--- config.mk ---
export PLATFORM = sky130hd
export DESIGN_NAME = prog_loader_flat
export DESIGN_NICKNAME = d
export VERILOG_FILES = /design/src/rtl/prog_loader_if.sv /design/src/rtl/prog_loader.sv /design/src/flat_wrapper.sv
export SDC_FILE = /design/constraint.sdc
export NUM_CORES = 1
export LEC_CHECK = 0
export ABC_CLOCK_PERIOD_IN_PS = 6500
export CAP_MARGIN = 0
export CORE_MARGIN = 2
export CORE_UTILIZATION = 59
export DETAILED_ROUTE_END_ITERATION = 16
export PLACE_DENSITY = 0.89
export REMOVE_ABC_BUFFERS = 1
export SETUP_SLACK_MARGIN = 0.3
export SYNTH_ARGS = -nofsm -noshare
export SYNTH_HDL_FRONTEND = slang
export SYNTH_SLANG_ARGS = --single-unit
--- constraint.sdc ---
create_clock -name clk -period 6.5 [get_ports clk]
set_input_delay 1.3 -clock clk [delete_from_list [all_inputs] [get_ports clk]]
set_output_delay 1.3 -clock clk [all_outputs]
set_load 0.02 [all_outputs]
--- src/rtl/prog_loader_if.sv ---
// Byte-stream handshake between an image source and the loader.
interface prog_loader_if;
  logic       byte_valid;
  logic [7:0] byte_data;
  logic       byte_ready;

  modport master (
    output byte_valid,
    output byte_data,
    input  byte_ready
  );

  modport slave (
    input  byte_valid,
    input  byte_data,
    output byte_ready
  );
endinterface

--- src/rtl/prog_loader.sv ---
// Serial boot loader: parses a counted, XOR-checked image
// and streams its words into instruction memory.
module prog_loader #(
  parameter int          MAX_WORDS = 256,
  parameter logic [31:0] BASE_ADDR = 32'h0000_0000
) (
  input  logic          clk,
  input  logic          reset,
  prog_loader_if.slave  bus,
  output logic          imem_we,
  output logic [31:0]   imem_addr,
  output logic [31:0]   imem_wdata,
  output logic          cpu_hold,
  output logic          done,
  output logic          err
);

  typedef enum logic [2:0] {
    HDR_HI,
    HDR_LO,
    DATA,
    CSUM,
    DONE,
    ERR
  } state_t;

  state_t      state;
  logic [15:0] count;
  logic [15:0] k;
  logic [1:0]  bcnt;
  logic [23:0] part;
  logic [7:0]  csum;

  logic        accept;
  logic [7:0]  d;
  logic [15:0] n_next;
  logic [31:0] woff;
  logic        n_big;

  assign bus.byte_ready = reset &&
    (state == HDR_HI || state == HDR_LO ||
     state == DATA   || state == CSUM);

  assign accept = bus.byte_valid && bus.byte_ready;
  assign d      = bus.byte_data;
  assign n_next = {count[15:8], d};
  assign woff   = {14'b0, k, 2'b00};
  assign n_big  = {16'b0, n_next} > 32'(MAX_WORDS);

  always_ff @(posedge clk) begin
    if (!reset) begin
      state      <= HDR_HI;
      imem_we    <= 1'b0;
      imem_addr  <= BASE_ADDR;
      imem_wdata <= 32'h0;
      cpu_hold   <= 1'b1;
      done       <= 1'b0;
      err        <= 1'b0;
      count      <= 16'h0;
      k          <= 16'h0;
      bcnt       <= 2'd0;
      part       <= 24'h0;
      csum       <= 8'h0;
    end else begin
      imem_we <= 1'b0;
      if (accept) begin
        unique case (state)
          HDR_HI: begin
            count[15:8] <= d;
            csum        <= csum ^ d;
            state       <= HDR_LO;
          end
          HDR_LO: begin
            count <= n_next;
            csum  <= csum ^ d;
            if (n_next == 16'h0) begin
              state <= CSUM;
            end else if (n_big) begin
              state <= ERR;
              err   <= 1'b1;
            end else begin
              state <= DATA;
            end
          end
          DATA: begin
            csum <= csum ^ d;
            bcnt <= bcnt + 2'd1;
            if (bcnt == 2'd3) begin
              imem_we    <= 1'b1;
              imem_wdata <= {part, d};
              imem_addr  <= BASE_ADDR + woff;
              k          <= k + 16'd1;
              if ((k + 16'd1) == count)
                state <= CSUM;
            end else begin
              part <= {part[15:0], d};
            end
          end
          CSUM: begin
            if (d == csum) begin
              state    <= DONE;
              done     <= 1'b1;
              cpu_hold <= 1'b0;
            end else begin
              state <= ERR;
              err   <= 1'b1;
            end
          end
          default: ;
        endcase
      end
    end
  end

endmodule

--- src/flat_wrapper.sv ---
// flat-port wrapper written by rule: the top's interface ports become plain ports
module prog_loader_flat 
#(
  parameter int          MAX_WORDS = 256,
  parameter logic [31:0] BASE_ADDR = 32'h0000_0000
)
  (clk, reset, imem_we, imem_addr, imem_wdata, cpu_hold, done, err, bus_byte_valid, bus_byte_data, bus_byte_ready);
  prog_loader_if bus_i ();
  input  logic clk;
  input  logic reset;
  output logic imem_we;
  output logic [31:0] imem_addr;
  output logic [31:0] imem_wdata;
  output logic cpu_hold;
  output logic done;
  output logic err;
  input wire logic [$bits(bus_i.byte_valid)-1:0] bus_byte_valid;
  input wire logic [$bits(bus_i.byte_data)-1:0] bus_byte_data;
  output wire logic [$bits(bus_i.byte_ready)-1:0] bus_byte_ready;
  assign bus_i.byte_valid = bus_byte_valid;
  assign bus_i.byte_data = bus_byte_data;
  assign bus_byte_ready = bus_i.byte_ready;
  prog_loader #(.MAX_WORDS(MAX_WORDS), .BASE_ADDR(BASE_ADDR)) u_core (.clk(clk), .reset(reset), .bus(bus_i), .imem_we(imem_we), .imem_addr(imem_addr), .imem_wdata(imem_wdata), .cpu_hold(cpu_hold), .done(done), .err(err));
endmodule
==> summary.txt <==
final RePlAce weighted congestion: 0.903
HP Start: u_core.imem_wdata[0]
ys async rst share: 0
Gate Count Post-Synth: 650
final setup fails: 0
GR peak layer: met2
layout cell share with drive strength beyond 1: 0.0728
Post-CTS Setup Inserts: 0
commonest non-fill, non-tap cells in the layout: nand2_1, dfxtp_1, a21boi_0
Total GRT Usage: 0.241
GR Util met3: 0.0631
Die Width: 101 µm
Power Density: 267 mW/mm²
outcome: complete, no violations
Req. time, crit path: 5.20 ns
Hold Path Sink: u_core.imem_wdata[0]
Hold Path Depth: 2
met1 usage: 0.302
Max-slew headroom: 0.443
H-Tree Depth: 4
Post-Syn Area: 0.00550 mm²
total power: 0.00177 W
max cap viols: 0
Via density: 5.55
crit path from: reset
RSZ-0062 raised after global routing: false
Pleak: 2.28 nW
die height: 101 µm
Rows: 35
CTS resizes: 0
number of top-level pins: 80
detailed placement HPWL: 7.37 mm
first-pass GRT wire length: 19.6 mm
Initial DRC Count: 301
Post-Place Worst Slack: 2.47 ns
ANT nets after route: 0
drc violations: 0
sequential area share after synthesis: 0.441
Max Slew Vio Count: 0
FF-to-FF End: u_core.state[0]
number of buffers created by CTS: 17
critical path's top delay family: buffers and inverters
Post-synth top flop: dfxtp_1
CP max-delay cell: clkdlybuf4s50_1
Final Cycle Share: 0.609
die area: 0.0101 mm²
maximum clock rate: 253 MHz
Tmin final: 3.96 ns
cell depth of the worst flop-to-flop path: 6
I/O Buffers: 63
CP arrival: 2.66 ns
WL/cell: 14.6 µm
critical path peak fanout: 66
Root Driver: clkbuf_8
drt first pass iters: 5
Clock Skews: 0.00558 ns
Clock Tree Buf Depth: 2
number of global-route vias before repair: 4234
later-pin clock latency in the skew report: 0.52 ns
Area Growth Syn to Fin: 20.9%
library cells used by synthesis: 49
Num Clock Sinks: 121
Clock Pin Slew Worst Setup and Hold Paths: 0.06 ns
hold crit path type: reg2reg
WP buf/inv: 3
cell-by-cell trace of the critical path: buf_2 > buf_4 > nor2b_1 > clkdlybuf4s50_1
CP Capture Type: output pin
VDD IR-drop max: 0.000174 V
Vias: 4504
largest net degree at the start of global routing: 67
reg2reg setup slack: 3.88 ns
largest stage delay on the critical path: 0.61 ns
crit path kind: in2out
total grt overflow: 0
nets@finish: 701
r2r startpoint: u_core.k[4]
Post-synth EDFFs: 0
hold buffers post-CTS: 0
Fin Setup TNS: 0 ns
CTS tree: done
commonest non-fill, non-tap cell in the layout: nand2_1
Final Hold Violating Endpoints: 0
Mapped Avg Cell Area: 8.46 µm²
GR Util met2: 0.396
FF+latch count, synth: 121
initial antenna violation count: 0
Worst-Margin Slew: 0.831 ns
CP Launch Type: input pin
synth warn: 0
Post-Route WL: 11.8 mm
ANT cells: 0
Core Region: 0.00915 mm²
final worst setup slack: 2.54 ns
initial core utilization: 0.601
==> Yosys cell counts, drive strengths merged (2+ instances only) <==
| cell type | number | area share |
|---|---|---|
| o31a | 2 | 0.0034 |
| o21ai | 8 | 0.0073 |
| a21boi | 83 | 0.11 |
| and4 | 3 | 0.0048 |
| nor4 | 7 | 0.0080 |
| nor3b | 3 | 0.0041 |
| nor2 | 11 | 0.0075 |
| buf | 26 | 0.030 |
| mux2i | 9 | 0.016 |
| dfxtp | 121 | 0.44 |
| or4 | 3 | 0.0048 |
| or3 | 3 | 0.0043 |
| nand2 | 182 | 0.12 |
| a211oi | 2 | 0.0036 |
| and3 | 4 | 0.0048 |
| xnor2 | 29 | 0.046 |
| a2111oi | 2 | 0.010 |
| and2 | 18 | 0.020 |
| inv | 4 | 0.0027 |
| nand3 | 15 | 0.015 |
| nand4 | 9 | 0.010 |
| ha | 2 | 0.0046 |
| nor3 | 6 | 0.0064 |
| nor2b | 21 | 0.024 |
| xor2 | 22 | 0.035 |
| clkbuf | 38 | 0.026 |
| a21oi | 3 | 0.0027 |
| nand4b | 2 | 0.0032 |
==> metrics by stage <==
stage                     hold WS, ns  instances  utilization  cell area (µm²)
final                           0.462        812        0.726             6650
after detailed placement        0.456        780        0.662             6060
after global placement          0.450        780        0.662             6060
after CTS                       0.464        812        0.726             6650
after global routing            0.485        812        0.726             6650
after floorplan                 0.441        601            -             5250
==> area by class of cell <==
cell class / instances / area [µm²]
well taps: 111 / 139
multi-input cells: 476 / 2820
inverters: 4 / 15.0
flip-flops and latches: 121 / 2420
clock buffers: 18 / 428
repair buffers: 68 / 663
fillers: 626 / 2510
clock inverters: 14 / 160
==> how the worst max path moves through the flow <==
stage                                 to  slack (ns)  depth (start not counted)
after CTS                 bus_byte_ready        2.55                          4
after floorplan             u_core.k[14]        1.97                          8
after global routing      bus_byte_ready        2.43                          4
after global placement    bus_byte_ready        2.55                          4
final                     bus_byte_ready        2.54                          4
after detailed placement    u_core.k[14]        2.47                         10
==> per-layer routing <==
layer  vias to the layer above  part of all wire
li1                       2191                 -
met1                      2157              0.43
met2                       125              0.50
met3                        31             0.045
met4                         0             0.024
met5                         -                 0
==> power breakdown <==
part / switching (W) / internal, W
clock network: 0.000354 / 0.000563
logic: 0.0000537 / 0.0000388
registers: 0.0000108 / 0.000751
==> state kept, by name, indices dropped and copies added, names as in the netlist, 2 cells and up <==
signal             cells
u_core.imem_wdata     32
u_core.part           24
u_core.count          16
u_core.imem_addr      16
u_core.k              16
u_core.csum            8
u_core.state           3
u_core.bcnt            2
==> worst register-to-register path, stage by stage (launching register included) <==
cell and delay (ns):
dfxtp_1 0.58, nand3_2 0.19, or3_4 0.44, or4_4 0.55
a2111oi_4 0.41, nand4_1 0.15, a211oi_2 0.24
==> kinds of logic (layout without fill, tap and decap cells) <==
kind of cell / count (synthesis) / after routing / synth area share
simple gates: 291 / 291 / 0.247
buf+inv: 68 / 104 / 0.0585
other cells: 1 / 16 / 0.000682
fa+ha+maj: 2 / 2 / 0.00455
flops: 121 / 121 / 0.441
xor+xnor: 51 / 51 / 0.0812
compound gates: 107 / 107 / 0.151
mux: 9 / 9 / 0.0164
(Power assumes the default switching activity.)
